--- src/rtl/ti_pkg.sv ---
// Shared types and constants for the SN76489-compatible PSG blocks.
package ti_pkg;

    typedef enum logic [2:0] {
        TONE0 = 3'b000,
        VOL0  = 3'b001,
        TONE1 = 3'b010,
        VOL1  = 3'b011,
        TONE2 = 3'b100,
        VOL2  = 3'b101,
        NOISE = 3'b110,
        VOL3  = 3'b111
    } ti_reg_sel_t;

    localparam logic [3:0]  TI_VOL_SILENT   = 4'hF;
    localparam int unsigned TI_BUSY_DEFAULT = 32;

    // Latch bytes replace the low nibble of a tone period, data bytes the upper six bits.
    function automatic logic [9:0] ti_tone_write(input logic [9:0] cur,
                                                 input logic       is_latch,
                                                 input logic [5:0] bits);
        logic [9:0] nxt;
        nxt = cur;
        if (is_latch) nxt[3:0] = bits[3:0];
        else          nxt[9:4] = bits;
        return nxt;
    endfunction

endpackage

--- src/rtl/ti_reg_decoder.sv ---
// CPU write port of the PSG: decodes latch/data bytes into the eight PSG registers
// and stalls wr_ready for BUSY_CYCLES cycles after every accepted byte.
module ti_reg_decoder
    import ti_pkg::*;
#(
    parameter int unsigned BUSY_CYCLES = TI_BUSY_DEFAULT
) (
    input  logic       CLK,
    input  logic       nRST,
    input  logic       wr_valid,
    input  logic [7:0] wr_data,
    output logic       wr_ready,
    output logic [9:0] tone0,
    output logic [9:0] tone1,
    output logic [9:0] tone2,
    output logic [2:0] noise_ctrl,
    output logic       noise_rst,
    output logic [3:0] vol0,
    output logic [3:0] vol1,
    output logic [3:0] vol2,
    output logic [3:0] vol3
);

    localparam int unsigned CNT_W    = (BUSY_CYCLES > 0) ? $clog2(BUSY_CYCLES + 1) : 1;
    localparam bit          HAS_BUSY = (BUSY_CYCLES != 0);
    localparam logic [CNT_W-1:0] CNT_LOAD = HAS_BUSY ? CNT_W'(BUSY_CYCLES - 1) : '0;

    typedef enum logic {IDLE, BUSY} state_t;

    state_t            state_q, state_d;
    logic [CNT_W-1:0]  busy_cnt_q, busy_cnt_d;
    logic              ready_q, ready_d;
    ti_reg_sel_t       latched_q, latched_d;
    logic [9:0]        tone0_q, tone0_d, tone1_q, tone1_d, tone2_q, tone2_d;
    logic [3:0]        vol0_q, vol0_d, vol1_q, vol1_d, vol2_q, vol2_d, vol3_q, vol3_d;
    logic [2:0]        noise_q, noise_d;
    logic              noise_rst_q, noise_rst_d;
    logic              accept;
    logic              is_latch;
    ti_reg_sel_t       target;

    assign accept   = wr_valid && (state_q == IDLE);
    assign is_latch = wr_data[7];
    assign target   = is_latch ? ti_reg_sel_t'(wr_data[6:4]) : latched_q;

    // Busy window sequencing.
    always_comb begin
        state_d    = state_q;
        busy_cnt_d = busy_cnt_q;
        unique case (state_q)
            IDLE: if (accept && HAS_BUSY) begin
                state_d    = BUSY;
                busy_cnt_d = CNT_LOAD;
            end
            BUSY: if (busy_cnt_q == '0) state_d = IDLE;
                  else                  busy_cnt_d = busy_cnt_q - CNT_W'(1);
            default: state_d = IDLE;
        endcase
        ready_d = (state_d == IDLE);
    end

    // Register file decode.
    always_comb begin
        latched_d   = latched_q;
        tone0_d     = tone0_q;
        tone1_d     = tone1_q;
        tone2_d     = tone2_q;
        vol0_d      = vol0_q;
        vol1_d      = vol1_q;
        vol2_d      = vol2_q;
        vol3_d      = vol3_q;
        noise_d     = noise_q;
        noise_rst_d = 1'b0;
        if (accept) begin
            if (is_latch) latched_d = target;
            unique case (target)
                TONE0: tone0_d = ti_tone_write(tone0_q, is_latch, wr_data[5:0]);
                TONE1: tone1_d = ti_tone_write(tone1_q, is_latch, wr_data[5:0]);
                TONE2: tone2_d = ti_tone_write(tone2_q, is_latch, wr_data[5:0]);
                VOL0:  vol0_d  = wr_data[3:0];
                VOL1:  vol1_d  = wr_data[3:0];
                VOL2:  vol2_d  = wr_data[3:0];
                VOL3:  vol3_d  = wr_data[3:0];
                NOISE: begin
                    noise_d     = wr_data[2:0];
                    noise_rst_d = 1'b1;
                end
                default: ;
            endcase
        end
    end

    always_ff @(posedge CLK or negedge nRST) begin
        if (!nRST) begin
            state_q     <= IDLE;
            busy_cnt_q  <= '0;
            ready_q     <= 1'b1;
            latched_q   <= TONE0;
            tone0_q     <= '0;
            tone1_q     <= '0;
            tone2_q     <= '0;
            vol0_q      <= TI_VOL_SILENT;
            vol1_q      <= TI_VOL_SILENT;
            vol2_q      <= TI_VOL_SILENT;
            vol3_q      <= TI_VOL_SILENT;
            noise_q     <= '0;
            noise_rst_q <= 1'b0;
        end else begin
            state_q     <= state_d;
            busy_cnt_q  <= busy_cnt_d;
            ready_q     <= ready_d;
            latched_q   <= latched_d;
            tone0_q     <= tone0_d;
            tone1_q     <= tone1_d;
            tone2_q     <= tone2_d;
            vol0_q      <= vol0_d;
            vol1_q      <= vol1_d;
            vol2_q      <= vol2_d;
            vol3_q      <= vol3_d;
            noise_q     <= noise_d;
            noise_rst_q <= noise_rst_d;
        end
    end

    assign wr_ready   = ready_q;
    assign tone0      = tone0_q;
    assign tone1      = tone1_q;
    assign tone2      = tone2_q;
    assign vol0       = vol0_q;
    assign vol1       = vol1_q;
    assign vol2       = vol2_q;
    assign vol3       = vol3_q;
    assign noise_ctrl = noise_q;
    assign noise_rst  = noise_rst_q;

endmodule

--- config.mk ---
export PLATFORM = sky130hd
export DESIGN_NAME = ti_reg_decoder
export DESIGN_NICKNAME = d
export VERILOG_FILES = /design/src/rtl/ti_pkg.sv /design/src/rtl/ti_reg_decoder.sv
export SDC_FILE = /design/constraint.sdc
export NUM_CORES = 1
export LEC_CHECK = 0
export ABC_AREA = 1
export CORE_MARGIN = 5
export CORE_UTILIZATION = 47
export CTS_BUF_LIST = sky130_fd_sc_hd__clkbuf_8
export DETAILED_ROUTE_END_ITERATION = 8
export HOLD_SLACK_MARGIN = 0.1
export PLACE_DENSITY = 0.79
export SLEW_MARGIN = 10
export SYNTH_ARGS = -nofsm -noshare
export SYNTH_HDL_FRONTEND = slang
export SYNTH_SLANG_ARGS = --single-unit
--- constraint.sdc ---
create_clock -name CLK -period 1.35 [get_ports CLK]
set_input_delay 0.135 -clock CLK [delete_from_list [all_inputs] [get_ports CLK]]
set_output_delay 0.135 -clock CLK [all_outputs]
set_load 0.02 [all_outputs]
==> impl_results.rst, run 1 <==
.. list-table::
   :header-rows: 1

   * - Metric
     - Value
   * - Max_slew headroom
     - 0.780
   * - Count of non-filler cells in the finished layout
     - 500
   * - Clock Skews
     - roughly 0.0099 ns
   * - Static leakage
     - 2.15 nW
   * - Dominant cell by count in the synthesized netlist
     - sky130_fd_sc_hd__nand2_1
   * - IO Port Bufs
     - slightly above 60
   * - Routability congestion estimate from global placement
     - about 0.86
   * - Cells traversed along the worst timing path
     - clkdlybuf4s15_1
   * - Peak Freq
     - between 0.7 and 0.8 GHz
   * - Capture point of the worst reg-to-reg path
     - tone0[4]
   * - Result of the run
     - finished, final reports clean
   * - Largest cells by area after synthesis
     - sky130_fd_sc_hd__dfrtp_1 (41%), sky130_fd_sc_hd__nand2_1 (21%), sky130_fd_sc_hd__dfstp_2 (17%), sky130_fd_sc_hd__nand4_1 (7.2%), sky130_fd_sc_hd__nand3_1 (4.3%)
   * - CP Buf/Inv Count
     - 1
   * - Portion of the clock cycle consumed by the worst path in the final layout
     - 0.965
   * - Max Cap Viol
     - 0
   * - Overall routed net length
     - about 7300 um
   * - Critical path capture point type
     - output pin
   * - Startpoint class of the critical path
     - register
   * - Via count of the first global-routing pass
     - 2512
   * - Clock buffer count from CTS
     - 9
   * - HPWL reported at the end of detailed placement
     - 5020 um
   * - H-tree levels
     - 3
   * - Total number of nets in the final design
     - around 440
   * - Post-CTS clock slew at the launch and capture registers of the worst setup and hold paths
     - 0.07 ns
   * - Logic depth of the worst register-to-register path
     - 6
   * - Synthesis-to-layout area growth
     - 43.8%
   * - CTS tree
     - built
   * - Clock sink total
     - slightly above 60
   * - Total global routing track utilization
     - 0.210
   * - DRC marker count from the first detailed-route iteration
     - 170
   * - Cell family with most CP delay
     - flip-flops
   * - Residual DRC
     - 0
   * - Maximum fanout encountered on the critical timing path
     - 2
   * - IO Count
     - 62
   * - Average via count per standard cell
     - 5.19
   * - Inserted Diodes
     - 0
   * - Number of failing setup endpoints in the final timing report
     - 0
   * - Slew at the pin closest to its max-slew limit
     - 0.329 ns
   * - Worst r2r src
     - state_q
   * - Total vias in the final route
     - approximately 2600
   * - Fin worst setup slack
     - approximately 0.047 ns
   * - Synth async-reset ratio
     - 1.00
   * - Number of detailed-routing iterations run before antenna repair
     - 4
   * - Final critical path time including I/O delays and setup
     - 1.30 ns
   * - R2R Setup Slk
     - roughly 0.08 ns
   * - Seq/Total Area, Yosys
     - 0.572
   * - Post-synth top flop
     - sky130_fd_sc_hd__dfrtp_1
   * - Number of placement rows
     - 27
   * - Unrepaired setup endpoints after global routing
     - yes
   * - PwrDens
     - approximately 1700 mW/mm2
   * - Horizontal extent of the die
     - around 86 um
   * - Critical path arrival
     - approximately 1.2 ns
   * - Synth warnings
     - 0
   * - Total overflow reported by the global router
     - 0
   * - Synthesized Nets
     - 337
   * - Worst Hold Margin
     - between 0.3 and 0.4 ns
   * - Cell taking the most area after synthesis
     - sky130_fd_sc_hd__dfrtp_1
   * - Placed Instances
     - slightly below 500
   * - Max clock buf depth
     - 2
   * - Delay of the slowest cell on the worst path
     - approximately 0.54 ns
   * - Global-route wire length before repair
     - 12100 um
   * - Average size of a mapped cell
     - roughly 8.3 um2
   * - Setup TNS
     - 0 ns
   * - Required time of the critical path
     - roughly 1.2 ns
   * - Final Slew Violations
     - 0
   * - Average routed wire per standard cell
     - between 10 and 15 um
   * - Fraction of layout instances using a drive strength above 1
     - 0.248
   * - CP max stage cell
     - sky130_fd_sc_hd__dfstp_2
   * - Portion of synthesized cell area occupied by the leading cell type
     - 0.407
   * - Post-CTS setup buffer count
     - 0
   * - Initial core utilization
     - 0.488
   * - Die outline height
     - around 86 um
   * - CP Class
     - register to output pin
   * - Synthesized area
     - approximately 0.0027 mm2
   * - Number of distinct library cell variants in the gate-level netlist after synthesis
     - 18
   * - List of most frequent post-synthesis cells
     - sky130_fd_sc_hd__nand2_1 (151), sky130_fd_sc_hd__dfrtp_1 (44), sky130_fd_sc_hd__nand4_1 (31), sky130_fd_sc_hd__nand3_1 (23), sky130_fd_sc_hd__dfstp_2 (17)
   * - Worst IR Drop VDD
     - around 1200 uV
   * - Number of routed nets with antenna violations
     - 0
   * - Worst-case setup slack after placement
     - -0.431 ns
   * - Die area
     - between 0.007 and 0.008 mm2
   * - Path category of the worst min-delay check
     - input pin to asynchronous set/reset pin
   * - Placeable core area
     - between 0.005 and 0.006 mm2
   * - Count of flip-flops with a built-in enable after synthesis
     - 0
   * - Maximum number of pins on one net before global-route repair
     - a little over 60
   * - Fin. Hold Viols
     - 0
   * - Yosys reg bits
     - between 60 and 70
   * - Source-to-sink clock delay at the later pin of the worst-skew pair
     - ~0.34 ns
   * - Clock root buffer master
     - sky130_fd_sc_hd__clkbuf_8
   * - Gate count of the mapped netlist
     - about 320
   * - Antenna violations before repair
     - 0
==> kinds of logic after synthesis <==
family | Yosys count | share of synthesized area
buffers and inverters | 30 | 0.0481
and+or+nand+nor | 224 | 0.358
DFF | 61 | 0.572
adders and majority gates | 2 | 0.00925
AOI/OAI and AO/OA | 7 | 0.0129
==> metrics by stage <==
step                total power, mW  utilization  instance area, um2
floorplan                      3.83            -                2710
global placement               4.93        0.663                3670
detailed placement             5.01        0.663                3670
CTS                            6.63        0.696                3850
global route                   7.11        0.702                3890
finish                         6.68        0.702                3890
==> area by class of cell <==
cell class	count	area (um2)
fillers	441	1650
flip-flops and latches	61	1550
multi-input cells	233	1100
repair buffers	103	882
clock buffers	10	138
well taps	72	90.1
clock inverters	6	80.1
inverters	15	56.3
==> flip-flops by register name, indices dropped and copies added (netlist names) <==
signal,count
vol2,4
vol0,4
vol3,4
tone2,10
tone0,10
wr_ready,1
latched_q,3
noise_rst,1
state_q,1
vol1,4
tone1,10
noise_ctrl,3
busy_cnt_q,6
==> where the power goes <==
group	leakage [nW]	internal [mW]	switching, mW
clock	0.115	1.07	0.695
combinational	1.27	0.953	1.41
sequential	0.757	2.29	0.251
total	2.15	4.32	2.36
==> per-layer routing <==
| layer | share of wire | GRT usage | up-vias |
|---|---|---|---|
| met5 | 0 | 0 | - |
| met4 | 0.014 | 0.0662 | 0 |
| met3 | 0.062 | 0.0624 | 14 |
| met2 | 0.48 | 0.325 | 91 |
| met1 | 0.44 | 0.283 | 1240 |
| li1 | - | - | 1251 |
==> worst max-delay path by stage <==
stage,startpoint,cells after the start,to
after floorplan,state_q,8,tone0[4]
after CTS,vol3[3],1,vol3[3]
after global routing,state_q,8,noise_ctrl[1]
after global placement,wr_data[7],8,tone1[4]
final,vol3[3],1,vol3[3]
after detailed placement,wr_data[7],8,tone1[5]
==> cells in the final DEF, fill, tap and decap left out <==
master / synthesis / final
sky130_fd_sc_hd__clkbuf_2: 0 / 7
sky130_fd_sc_hd__inv_1: 14 / 13
sky130_fd_sc_hd__nor2_2: 2 / 6
sky130_fd_sc_hd__ha_1: 2 / 1
sky130_fd_sc_hd__nand4_1: 31 / 31
sky130_fd_sc_hd__inv_2: 1 / 4
sky130_fd_sc_hd__ha_2: 0 / 1
sky130_fd_sc_hd__buf_2: 5 / 1
sky130_fd_sc_hd__o21ai_2: 0 / 1
sky130_fd_sc_hd__o21ai_1: 2 / 1
sky130_fd_sc_hd__dfrtp_1: 44 / 44
sky130_fd_sc_hd__o21ai_0: 5 / 5
sky130_fd_sc_hd__nand3b_1: 2 / 2
sky130_fd_sc_hd__clkinv_2: 0 / 1
sky130_fd_sc_hd__clkinvlp_4: 0 / 1
sky130_fd_sc_hd__nor2_4: 0 / 2
sky130_fd_sc_hd__nor2_1: 12 / 6
sky130_fd_sc_hd__nand3_2: 0 / 6
sky130_fd_sc_hd__clkdlybuf4s15_1: 0 / 10
sky130_fd_sc_hd__dlygate4sd3_1: 0 / 1
sky130_fd_sc_hd__bufinv_16: 0 / 2
sky130_fd_sc_hd__buf_4: 3 / 38
sky130_fd_sc_hd__dlygate4sd2_1: 0 / 35
sky130_fd_sc_hd__clkbuf_8: 0 / 10
sky130_fd_sc_hd__buf_12: 0 / 3
sky130_fd_sc_hd__dfstp_2: 17 / 17
sky130_fd_sc_hd__nand3_1: 23 / 17
sky130_fd_sc_hd__nand2_2: 2 / 5
sky130_fd_sc_hd__nand2_1: 151 / 148
sky130_fd_sc_hd__or2_2: 1 / 1
sky130_fd_sc_hd__clkdlybuf4s50_1: 0 / 8
==> what timing repair did <==
| action | 4_1_cts | 5_1_grt |
|---|---|---|
| hold endpoints to repair | 61 | 0 |
| endpoints found under the setup margin | 76 | 62 |
| gates resized for setup | 59 | 38 |
| hold buffers | 1 | 0 |
Power figures use the tool's default switching activity.
==> inputs of run 2 (changes only) <==
Settings changed: REMOVE_ABC_BUFFERS set to 1, SLEW_MARGIN 10 to 20.
==> run 2 against run 1 <==
  * Fmax decreased by 1.6%
  * First-iteration DRC count increased by 1.8%
  * Via count decreased by 1.8%
  * Die area unchanged
  * Clock power decreased by 20%
  * Design area decreased by 0.55%
  * Final cell count increased by 0.40%
  * Utilization decreased by 0.38 points
  * Register-to-register slack got worse by 0.02 ns
  * Combinational power about the same
  * Largest cell class unchanged
==> impl_results.rst, run 2 (synthesis gave the netlist of run 1 again) <==
.. list-table::
   :header-rows: 1

   * - Metric
     - Value
   * - Static leakage
     - 2.15 nW (+0.14%)
   * - Final core utilization
     - 0.698 (-0.00384)
   * - Slew at the pin closest to its max-slew limit
     - 0.316 ns (-0.0136 ns)
   * - Residual DRC
     - 0 (unchanged)
   * - Path category of the worst min-delay check
     - input pin to asynchronous set/reset pin
   * - DRC marker count from the first detailed-route iteration
     - 173 (+1.8%)
   * - Overall routed net length
     - 7240 um (-1.0%)
   * - Clock root buffer master
     - sky130_fd_sc_hd__clkbuf_8
   * - Die outline height
     - 85.9 um (unchanged)
   * - Worst r2r src
     - state_q
   * - R2R Setup Slk
     - 0.06 ns (-0.02 ns)
   * - Number of detailed-routing iterations run before antenna repair
     - 4 (unchanged)
   * - Placed Instances
     - 480 (-0.62%)
   * - Number of routed nets with antenna violations
     - 0 (unchanged)
   * - Maximum number of pins on one net before global-route repair
     - 62 (unchanged)
   * - Fraction of layout instances using a drive strength above 1
     - 0.240 (-0.00813)
   * - Portion of the clock cycle consumed by the worst path in the final layout
     - 0.981 (+0.0158)
   * - Horizontal extent of the die
     - 85.9 um (unchanged)
   * - CTS tree
     - built
   * - PwrDens
     - 1640 mW/mm2 (-4.8%)
   * - Logic depth of the worst register-to-register path
     - 7 (+1)
   * - Peak Freq
     - 0.755 GHz (-1.6%)
   * - Via count of the first global-routing pass
     - 2446 (-2.6%)
   * - Max_slew headroom
     - 0.790 (+0.00908)
   * - H-tree levels
     - 3 (unchanged)
   * - Antenna violations before repair
     - 0 (unchanged)
   * - Placeable core area
     - 0.00554 mm2 (unchanged)
   * - Max Cap Viol
     - 0 (unchanged)
   * - Unrepaired setup endpoints after global routing
     - yes
   * - CP max stage cell
     - sky130_fd_sc_hd__dfstp_2
   * - HPWL reported at the end of detailed placement
     - 4960 um (-1.2%)
   * - Total vias in the final route
     - 2549 (-1.8%)
   * - Initial core utilization
     - 0.488 (unchanged)
   * - Met2 wirelength from detailed routing
     - 3350 um (-5.2%)
   * - Clock sink total
     - 61 (unchanged)
   * - Maximum fanout encountered on the critical timing path
     - 2 (unchanged)
   * - Clock Skews
     - 0.0109 ns (+0.000914 ns)
   * - Die area
     - 0.00737 mm2 (unchanged)
   * - Total overflow reported by the global router
     - 0 (unchanged)
   * - Count of non-filler cells in the finished layout
     - 502 (+0.40%)
   * - Worst IR Drop VDD
     - 910 uV (-22%)
   * - Fin. Hold Viols
     - 0 (unchanged)
   * - Post-detailed-placement cell area
     - 0.00364 mm2 (-1.0%)
   * - Most common cell after layout, fill and taps aside
     - sky130_fd_sc_hd__nand2_1
   * - Required time of the critical path
     - 1.22 ns (about the same)
   * - Cells traversed along the worst timing path
     - clkdlybuf4s15_1
   * - IO Port Bufs
     - 61 (unchanged)
   * - Number of failing setup endpoints in the final timing report
     - 0 (unchanged)
   * - Final Slew Violations
     - 0 (unchanged)
   * - Final critical path time including I/O delays and setup
     - 1.32 ns (+0.0213 ns)
   * - CP Buf/Inv Count
     - 1 (unchanged)
   * - Synthesis-to-layout area growth
     - 43.0%
   * - Critical path arrival
     - 1.19 ns (+0.02 ns)
   * - Post-CTS clock slew at the launch and capture registers of the worst setup and hold paths
     - 0.07 ns (about the same)
   * - Post-route cell area
     - 0.00387 mm2 (-0.55%)
   * - Result of the run
     - finished, final reports clean
   * - Average routed wire per standard cell
     - 14.4 um (-1.4%)
   * - Global-route wire length before repair
     - 11900 um (-1.5%)
   * - DR top layer
     - met4
   * - Area taken by multi-input logic gates
     - 0.00110 mm2 (unchanged)
   * - Capture point of the worst reg-to-reg path
     - tone1[5]
   * - Source-to-sink clock delay at the later pin of the worst-skew pair
     - 0.35 ns (about the same)
   * - Filler cells
     - 456 (+3.4%)
   * - Most frequent cells in the layout
     - sky130_fd_sc_hd__nand2_1 (144), sky130_fd_sc_hd__dfrtp_1 (44), sky130_fd_sc_hd__buf_4 (39)
   * - CP Class
     - register to output pin
   * - Number of placement rows
     - 27 (unchanged)
   * - Worst-case setup slack after placement
     - -0.446 ns (-0.0149 ns)
   * - Total number of nets in the final design
     - 438 (+0.46%)
   * - Routability congestion estimate from global placement
     - 0.850 (-0.90%)
   * - Average via count per standard cell
     - 5.08 (-2.2%)
   * - Inserted Diodes
     - 0 (unchanged)
   * - Max clock buf depth
     - 2 (unchanged)
   * - Critical path capture point type
     - output pin
   * - Delay of the slowest cell on the worst path
     - 0.54 ns (about the same)
   * - Startpoint class of the critical path
     - register
   * - Post-route met1 wirelength
     - 3350 um (+3.7%)
   * - IO Count
     - 62 (unchanged)
   * - Total global routing track utilization
     - 0.206 (-0.00322)
   * - Fin worst setup slack
     - 0.0254 ns (-0.0213 ns)
   * - Cell family with most CP delay
     - flip-flops
   * - Routed wire length on met3
     - 398 um (-12%)
   * - Clock buffer count from CTS
     - 9 (unchanged)
   * - Register cell area after layout
     - 0.00155 mm2 (unchanged)
==> run 2: cell types whose count changed in the layout (fill, tap and decap cells not counted), sizes merged <==
cell,before,now
buf,42,44
bufinv,2,0
clkbuf,17,15
clkdlybuf4s15,10,12
clkinv,1,2
clkinvlp,1,0
dlygate4sd2,35,36
inv,17,18
==> run 2: power by group <==
part	leakage [nW]	internal [mW]	switching, mW
logic	1.29	0.951	1.42
clock network	0.103	0.739	0.675
registers	0.757	2.29	0.248
==> run 2: cell type report <==
class	instances	area share
inverter	15	0.0146
tap	72	0.0233
timing repair buffer	105	0.234
multi-input combinational	233	0.283
clock buffer	11	0.0391
clock inverter	5	0.00550
sequential	61	0.400
==> run 2: metrics by stage <==
| step | TNS (ns) | power, mW | hold WS [ns] |
|---|---|---|---|
| 6_report | 0 | 6.33 | 0.343 |
| 5_1_grt | -0.171 | 6.74 | 0.395 |
| 4_1_cts | 0 | 6.25 | 0.345 |
| 3_5_place_dp | -17.86 | 4.98 | 0.166 |
| 3_3_place_gp | -14.03 | 4.88 | 0.162 |
| 2_1_floorplan | -16.32 | 3.75 | -0.161 |
==> run 2: timing repair <==
item,CTS,global route
buffers inserted,0,5
endpoints found under the hold margin,61,0
setup endpoints to repair,79,47
resized for setup,64,31
hold buffers,1,0
==> run 2: metal layers <==
| layer | up-vias | global-route usage |
|---|---|---|
| li1 | 1252 | - |
| met1 | 1203 | 0.283 |
| met2 | 81 | 0.313 |
| met3 | 13 | 0.0461 |
| met4 | 0 | 0.0921 |
| met5 | - | 0 |
==> run 2: how the worst max path moves through the flow <==
stage / startpoint / to / slack (ns) / depth (start not counted)
floorplan: state_q / tone0[4] / -0.51 / 6
global route: latched_q[2] / vol3[3] / -0.05 / 7
finish: vol2[1] / vol2[1] / 0.03 / 1
CTS: vol1[3] / vol1[3] / 0.002 / 1
detailed placement: wr_data[7] / tone1[6] / -0.45 / 8
global placement: wr_data[7] / tone1[4] / -0.34 / 8
